$ cat config.mk
export PLATFORM = sky130hd
export DESIGN_NAME = mem_access_stage
export DESIGN_NICKNAME = d
export VERILOG_FILES = /design/src/rtl/mem_access_stage.sv
export SDC_FILE = /design/constraint.sdc
export NUM_CORES = 1
export LEC_CHECK = 0
export CAP_MARGIN = 0
export CELL_PAD_IN_SITES_DETAIL_PLACEMENT = 1
export CELL_PAD_IN_SITES_GLOBAL_PLACEMENT = 1
export CORE_MARGIN = 5
export CORE_UTILIZATION = 32
export DETAILED_ROUTE_END_ITERATION = 10
export PLACE_DENSITY = 0.95
export SYNTH_ARGS = -nofsm -noshare
export SYNTH_HDL_FRONTEND = slang
export SYNTH_SLANG_ARGS = --single-unit
export TNS_END_PERCENT = 10
$ cat constraint.sdc
create_clock -name clk -period 5.1 [get_ports clk]
set_clock_uncertainty 0.1 [all_clocks]
set_input_delay 1.02 -clock clk [delete_from_list [all_inputs] [get_ports clk]]
set_output_delay 1.02 -clock clk [all_outputs]
set_load 0.1 [all_outputs]
$ cat src/rtl/mem_access_stage.sv
// mem_access_stage: MIPS MEM stage with req/ack data-memory handshake, lane steering and MEM/WB registers
module mem_access_stage #(
    parameter int ADDR_W   = 32,
    parameter int DATA_W   = 32,
    parameter int MAX_WAIT = 15
) (
    input  logic              clk,
    input  logic              rst_n,
    input  logic              in_valid,
    input  logic              mem_op,
    input  logic              read_not_write,
    input  logic [1:0]        size,
    input  logic              mem_sign_extend,
    input  logic [ADDR_W-1:0] address,
    input  logic [DATA_W-1:0] data_in,
    input  logic              r_we,
    input  logic [4:0]        rd_loc,
    input  logic [1:0]        rw_d,
    input  logic [31:0]       pc,
    input  logic [31:0]       insn,
    output logic              stall_out,
    output logic              mem_req,
    output logic              mem_we,
    output logic [ADDR_W-1:0] mem_addr,
    output logic [DATA_W/8-1:0] mem_be,
    output logic [DATA_W-1:0] mem_wdata,
    input  logic              mem_ack,
    input  logic [DATA_W-1:0] mem_rdata,
    output logic              out_valid,
    output logic              r_we_out,
    output logic [4:0]        rd_loc_out,
    output logic [1:0]        rw_d_out,
    output logic [31:0]       pc_out,
    output logic [31:0]       insn_out,
    output logic [ADDR_W-1:0] alu_out,
    output logic [DATA_W-1:0] load_data,
    output logic [1:0]        exc_out
);
    localparam int NB    = DATA_W / 8;
    localparam int OFF_W = $clog2(NB);
    localparam int CNT_W = $clog2(MAX_WAIT + 1);
    localparam logic [0:0] IDLE = 1'b0;
    localparam logic [0:0] WAIT = 1'b1;

    logic [0:0]              state;
    logic [CNT_W-1:0]        cnt;
    logic [OFF_W-1:0]        off;
    logic [3:0]              nb;
    logic                    aligned, last, ack, timeout;
    logic [1:0]              exc;
    logic [6:0]              sh_l, sh_r;
    logic [DATA_W-1:0]       lj, ext;
    logic signed [DATA_W-1:0] sxt;

    assign off     = address[OFF_W-1:0];
    assign nb      = size == 2'd2 ? 4'd1 : size == 2'd1 ? 4'd2 : size == 2'd0 ? 4'd4 : 4'(NB);
    assign aligned = size == 2'd2 ? 1'b1 : size == 2'd1 ? ~address[0] :
                     size == 2'd0 ? address[1:0] == 2'b00 : (DATA_W == 64 && off == '0);
    // reset gates the request combinationally so an abandoned access drops at once
    assign mem_req   = rst_n & in_valid & mem_op & aligned;
    assign last      = state == WAIT && cnt == CNT_W'(MAX_WAIT - 1);
    assign ack       = mem_req & mem_ack;
    assign timeout   = mem_req & ~mem_ack & last;
    assign stall_out = mem_req & ~mem_ack & ~last;
    assign exc       = (in_valid & mem_op & ~aligned) ? 2'b01 : timeout ? 2'b10 : 2'b00;
    assign mem_we    = ~read_not_write;
    assign mem_addr  = {address[ADDR_W-1:OFF_W], {OFF_W{1'b0}}};
    // lane 0 is the most significant byte, so the enable mask is built top-down
    assign mem_be    = mem_req ? ~({NB{1'b1}} >> nb) >> off : '0;
    assign mem_wdata = size == 2'd2 ? {NB{data_in[7:0]}} : size == 2'd1 ? {(NB/2){data_in[15:0]}} :
                       size == 2'd0 ? {(NB/4){data_in[31:0]}} : data_in;
    // left-justify the addressed bytes, then a single right shift both aligns and extends
    assign sh_l = 7'({off, 3'b000});
    assign sh_r = 7'(DATA_W) - {nb, 3'b000};
    assign lj   = mem_rdata << sh_l;
    assign sxt  = $signed(lj) >>> sh_r;
    assign ext  = mem_sign_extend ? sxt : lj >> sh_r;

    // handshake FSM: remain in WAIT while stalled, counting wait states
    always_ff @(posedge clk or negedge rst_n) begin
        if (!rst_n) begin
            state <= IDLE;
            cnt   <= '0;
        end else begin
            state <= stall_out ? WAIT : IDLE;
            cnt   <= (state == WAIT && stall_out) ? cnt + CNT_W'(1) : '0;
        end
    end

    // MEM/WB register: bubble on stalled edges, capture otherwise
    always_ff @(posedge clk or negedge rst_n) begin
        if (!rst_n) begin
            out_valid  <= 1'b0;
            r_we_out   <= 1'b0;
            rd_loc_out <= '0;
            rw_d_out   <= '0;
            pc_out     <= '0;
            insn_out   <= '0;
            alu_out    <= '0;
            load_data  <= '0;
            exc_out    <= '0;
        end else if (stall_out) begin
            out_valid <= 1'b0;
            r_we_out  <= 1'b0;
        end else begin
            out_valid  <= in_valid;
            r_we_out   <= r_we & in_valid & (exc == 2'b00);
            rd_loc_out <= rd_loc;
            rw_d_out   <= rw_d;
            pc_out     <= pc;
            insn_out   <= insn;
            alu_out    <= address;
            exc_out    <= exc;
            if (ack & read_not_write) load_data <= ext;
        end
    end
endmodule

=== Yosys cells after proc, flatten, opt, wreduce, memory -nomap -nowiden ===
Cells that the tools add are included.

* Register bits: 144
* Bits of input ports: 177
* Output and inout port bits: 210
* Word-level logic and storage cells: 61

* $add $sub $neg: 2
* Equality and inequality tests: 3
* Shift-type cells: 5
* Muxes and demuxes: 15
* Bitwise operators: 19
* Reduce and logical (&&, ||, !) cells: 6

{| class="wikitable"
|+ Operators with widths
! kind !! count
|-
| $mux W32 || 3
|-
| $shl A32 B5 Y32 || 1
|-
| $shr A32 B7 Y32 || 1
|-
| $sshr A32 B7 Y32 || 1
|-
| $and A1 B1 Y1 || 12
|-
| $mux W4 || 2
|-
| $sub A6 B6 Y7 const A || 1
|-
| $logic_not A2 Y1 || 3
|-
| $mux W1 || 6
|-
| $mux W3 || 2
|-
| $not A1 Y1 || 6
|-
| $add A4 B1 Y4 const B || 1
|-
| $eq A4 B4 Y1 const B || 1
|-
| $mux W2 || 2
|-
| $not A4 Y4 || 1
|-
| $shr A4 B2 Y4 || 1
|-
| $shr A4 B3 Y4 const A || 1
|-
| $eq A2 B1 Y1 const B || 1
|-
| $eq A2 B2 Y1 const B || 1
|-
| $logic_and A1 B1 Y1 || 2
|-
| $reduce_and A2 Y1 || 1
|}

=== Depth between registers and ports, before layout ===
* Depth after elaboration: 12
* Gate-level depth with buffers: 11
* Gate-level depth less buffers: 9

=== Worst setup path before layout ===
Ideal clock, no wire load.

* Path type: input-to-output
* Start point: input size[0]
* End point: output mem_wdata[29]
* Arrival: 4.287 ns
* Required time: 3.980 ns
* Slack: -0.307 ns
* Cell stages on the path: 8
* Path buffers: 5
* Path through: inv_1 ha_1 buf_2 buf_2 clkbuf_1 clkbuf_1 buf_1 o21ai_0

* Cells in the longest elaborated chain, start to end: 3
* Elaborated cells on any way between the ends: 4
* Classes of those cells: eq/ne (2); mux (2)

{| class="wikitable"
|+ Ends and longest elaborated chain
! element !! line !! text
|-
| from (decl) || 12 || <nowiki>input logic [1:0] size,</nowiki>
|-
| $eq A2 B1 Y1 || 70 || <nowiki>assign mem_wdata = size == 2'd2 ? {NB{data_in[7:0]}} : size == 2'd1 ? {(NB/2){data_in[15:0]}} :</nowiki>
|-
| $mux W32 || 70 ||
|-
| $mux W32 * || 70 ||
|-
| to (decl) || 26 || <nowiki>output logic [DATA_W-1:0] mem_wdata,</nowiki>
|}

Mark *: on every way between the ends. The rest lies on a longest branch, timed or not.

=== Worst setup path after layout ===
* Start point: input size[1]
* End point: output mem_be[2]

* Cells in the longest elaborated chain, start to end: 7
* Elaborated cells on any way between the ends: 13
* Classes of those cells: eq/ne (2); shift (2); mux (6); bitwise (2); reduce/logical (1)

{| class="wikitable"
|+ Ends and longest elaborated chain
! element !! line !! text
|-
| $eq A2 B1 Y1 || 56, 57 ||
|-
| $mux W3 (2 in a row) || 56 || <nowiki>assign nb = size == 2'd2 ? 4'd1 : size == 2'd1 ? 4'd2 : size == 2'd0 ? 4'd4 : 4'(NB);</nowiki>
|-
| $shr A4 B3 Y4 || 69 || <nowiki>assign mem_be = mem_req ? ~({NB{1'b1}} >> nb) >> off : '0;</nowiki>
|-
| $not A4 Y4 || 69 ||
|-
| $shr A4 B2 Y4 || 69 ||
|-
| $mux W4 * || 69 ||
|-
| to (decl) || 25 || <nowiki>output logic [DATA_W/8-1:0] mem_be,</nowiki>
|}

Marked as above.

==> summary.txt <==
Synthesis
  – Synth Instances: 663
  – Main flop type after synthesis: dfrtp_1
  – Sequential-to-total area share from yosys stat: 47.92%
  – Distinct cells, synth: 55
  – Post-synth EDFFs: 0
  – Yosys reg bits: 144
  – Syn avg cell area: 11.34 um^2
  – Synthesized area: 0.007520 mm^2
  – Post-synthesis async set-or-reset flop share: 100.0%
  – Yosys warns: 0

CTS
  – Post-CTS setup buffer count: 0
  – Cts bufs inserted: 17
  – CTS clk-pin slew, worst paths: ~70 ps
  – Post-CTS resize count: 0
  – Post-CTS Hold Buffers: 0
  – Latest clock arrival within the worst-skew pair: approximately 430 ps
  – CTS max path bufs: 2
  – CTS root buf: clkbuf_16
  – CTS tree: built
  – H-Tree Depth: 4
  – Sink Count: about 140

Worst setup path
  – Largest fanout on the critical path: 10
  – Worst r2r dst: cnt[3]
  – WP data arrival: 3470 ps
  – R2R setup slack: 2810 ps
  – Worst Path Required: 3980 ps
  – Worst setup EP type: primary output
  – Worst Setup Path Type: input pin to primary output
  – Path depth of the worst reg2reg path: 8
  – Worst setup endpoint: mem_be[2]
  – Worst Setup SP: size[1]
  – CP startpoint kind: input pin
  – Reg2reg start: cnt[0]

Drt
  – Routed met2 length: 16290 um
  – Routed WL: 30360 um
  – Remaining DRCs: 0
  – Metal-1 WL: 10260 um
  – Detail Route Antenna Nets: 0
  – Highest routed layer: met5
  – WL met3: 2908 um
  – Wire length per cell: 22.86 um
  – Vias: slightly below 7000
  – Iter 0 DRT Violations: 418
  – TritonRoute pass-1 iters: 5
  – Via-to-Cell Ratio: 5.136

Timing
  – Unrepaired setup endpoints after global routing: false
  – Final Hold Viols: 0
  – Final WS setup: 510.9 ps
  – Hold slack: 386.5 ps
  – # setup viols final: 0
  – Max-slew headroom: 26.31%
  – Final Cycle Share: 89.98%
  – Min Clock Period, post-route: 4589 ps
  – Fmax: 0.2179 GHz
  – TNS Setup: 0 ps
  – Measured slew at the worst slew-check pin: 1102 ps
  – Max Transition Viols Final: 0

Place
  – Post-DP Area: 0.01148 mm^2
  – DP HPWL: approximately 24000 um
  – Placer Congestion: 0.8866
  – Pre-CTS WS: 494.8 ps
  – Placed Cells: 1296
  – IO Port Bufs: 384

Cells and area
  – Final design utilization: 51.74%
  – Design area: 0.01207 mm^2
  – Inserted Diodes: 0
  – Final #Nets: 1179
  – Final cell count without fillers: 1328
  – Share of layout cells above drive strength 1: between 15 and 20%
  – Fill cell count: 2469
  – P&R area growth vs syn: 60.55%

Floorplan
  – Row count: 56
  – Initial Utilization: 32.23%
  – Top-Level Pins: 387
  – DIE WIDTH: roughly 160 um
  – Core Box Area: 0.02333 mm^2
  – Chip height: 163.3 um
  – Die area: roughly 0.027 mm^2

Global routing
  – Initial antenna violation count: 1
  – GRT overflow: 0
  – Total track usage: 22.12%
  – Vias in the first global route: ~7500
  – Pin count of the biggest net entering global routing: 106
  – Global-route wire length before repair: 44990 um

Power
  – Power per cell area: 370.1 mW/mm^2
  – Total Power: 4.468 mW
  – Max VDD drop: 0.1962 mV
  – Leak: 4.932 nW

Run status
  – Status: completed

Hold path
  – Hold Crit Start: load_data[31]
  – Tightest Hold Check Type: flip-flop to flip-flop

Flow run
  – Max-Cap Viols: 0
[logic make-up (layout without fill, tap and decap cells)]
family                   after synthesis  after routing  synth area share (%)
flip-flops                           144            144                 47.92
AND/OR/NAND/NOR                      118            118                 7.538
buffers and inverters                106            451                 7.687
other                                  1              2               0.04987
multiplexers                         154            154                 23.73
adder cells (fa/ha/maj)                6              6                0.9983
AO/OA/AOI/OAI                        132            132                 11.85
XOR/XNOR                               2              2                0.2330
[flip-flops by register name, summed over array words and instances (netlist names)]
signal / flops
alu_out: 32
insn_out: 32
load_data: 32
pc_out: 32
rd_loc_out: 5
cnt: 4
exc_out: 2
rw_d_out: 2
out_valid: 1
r_we_out: 1
state: 1
[placed cells by master, fill, tap and decap left out, types with 4 or more instances in the layout]
| master | instances |
|---|---|
| a2bb2oi_1 | 7 |
| o32a_1 | 6 |
| buf_4 | 29 |
| mux2_2 | 86 |
| nor3_1 | 18 |
| o21ai_0 | 42 |
| inv_6 | 4 |
| clkbuf_16 | 17 |
| ha_1 | 5 |
| a22o_1 | 7 |
| mux4_2 | 7 |
| nand3_1 | 13 |
| nor2_1 | 26 |
| clkdlybuf4s50_1 | 350 |
| mux2i_1 | 23 |
| o211ai_1 | 11 |
| inv_1 | 22 |
| nand2_1 | 34 |
| dfrtp_1 | 144 |
| mux2_1 | 38 |
| a22oi_1 | 14 |
| o22ai_1 | 5 |
| nor2b_1 | 6 |
| buf_12 | 15 |
| a21oi_1 | 17 |
| inv_8 | 5 |
[worst max-delay path: stages]
cell and delay [ps]:
clkdlybuf4s50_1 440, inv_1 100, ha_1 520, o21bai_1 360
a21o_1 400, nor3_1 400, buf_12 230
[synth_stat cells, types with 11 or more instances]
cell      count  area (um^2)
dfrtp_1     144         3603
mux2_2       86        968.4
o21ai_0      42        210.2
buf_4        40        300.3
mux2_1       38        427.9
nand2_1      34        127.6
nor2_1       26        97.59
mux2i_1      23        230.2
inv_1        22        82.58
clkbuf_1     20        75.07
buf_2        18        90.09
nor3_1       18        90.09
a21oi_1      17        85.08
a22oi_1      14        105.1
nand3_1      13        65.06
o211ai_1     11        82.58
[layout make-up]
| type | count | area (um^2) | share of cell area [%] |
|---|---|---|---|
| timing repair buffer | 396 | 4038 | 33.44 |
| sequential | 144 | 3603 | 29.85 |
| multi-input combinational | 414 | 3353 | 27.77 |
| clock buffer | 17 | 425.4 | 3.524 |
| tap | 319 | 399.1 | 3.306 |
| clock inverter | 15 | 167.7 | 1.389 |
| inverter | 23 | 86.33 | 0.7151 |
[layer usage]
| layer | global-route usage (%) | up-vias |
|---|---|---|
| li1 | - | 3022 |
| met1 | 23.20 | 3370 |
| met2 | 41.92 | 373 |
| met3 | 6.283 | 54 |
| met4 | 7.930 | 2 |
| met5 | 0 | - |
[worst min-delay path by stage]
stage / to / slack (ps) / depth (start not counted)
3_3_place_gp: load_data[23] / 360 / 1
4_1_cts: load_data[31] / 390 / 2
6_report: load_data[31] / 390 / 2
2_1_floorplan: cnt[0] / 350 / 1
5_1_grt: load_data[25] / 400 / 2
3_5_place_dp: load_data[31] / 370 / 2
[power breakdown]
group          total, mW  internal, mW  switching [mW]
combinational       1.89         0.505            1.38
clock               1.27         0.699           0.571
sequential          1.31          1.25          0.0637
Note: power is estimated with default switching activity, not from simulation.
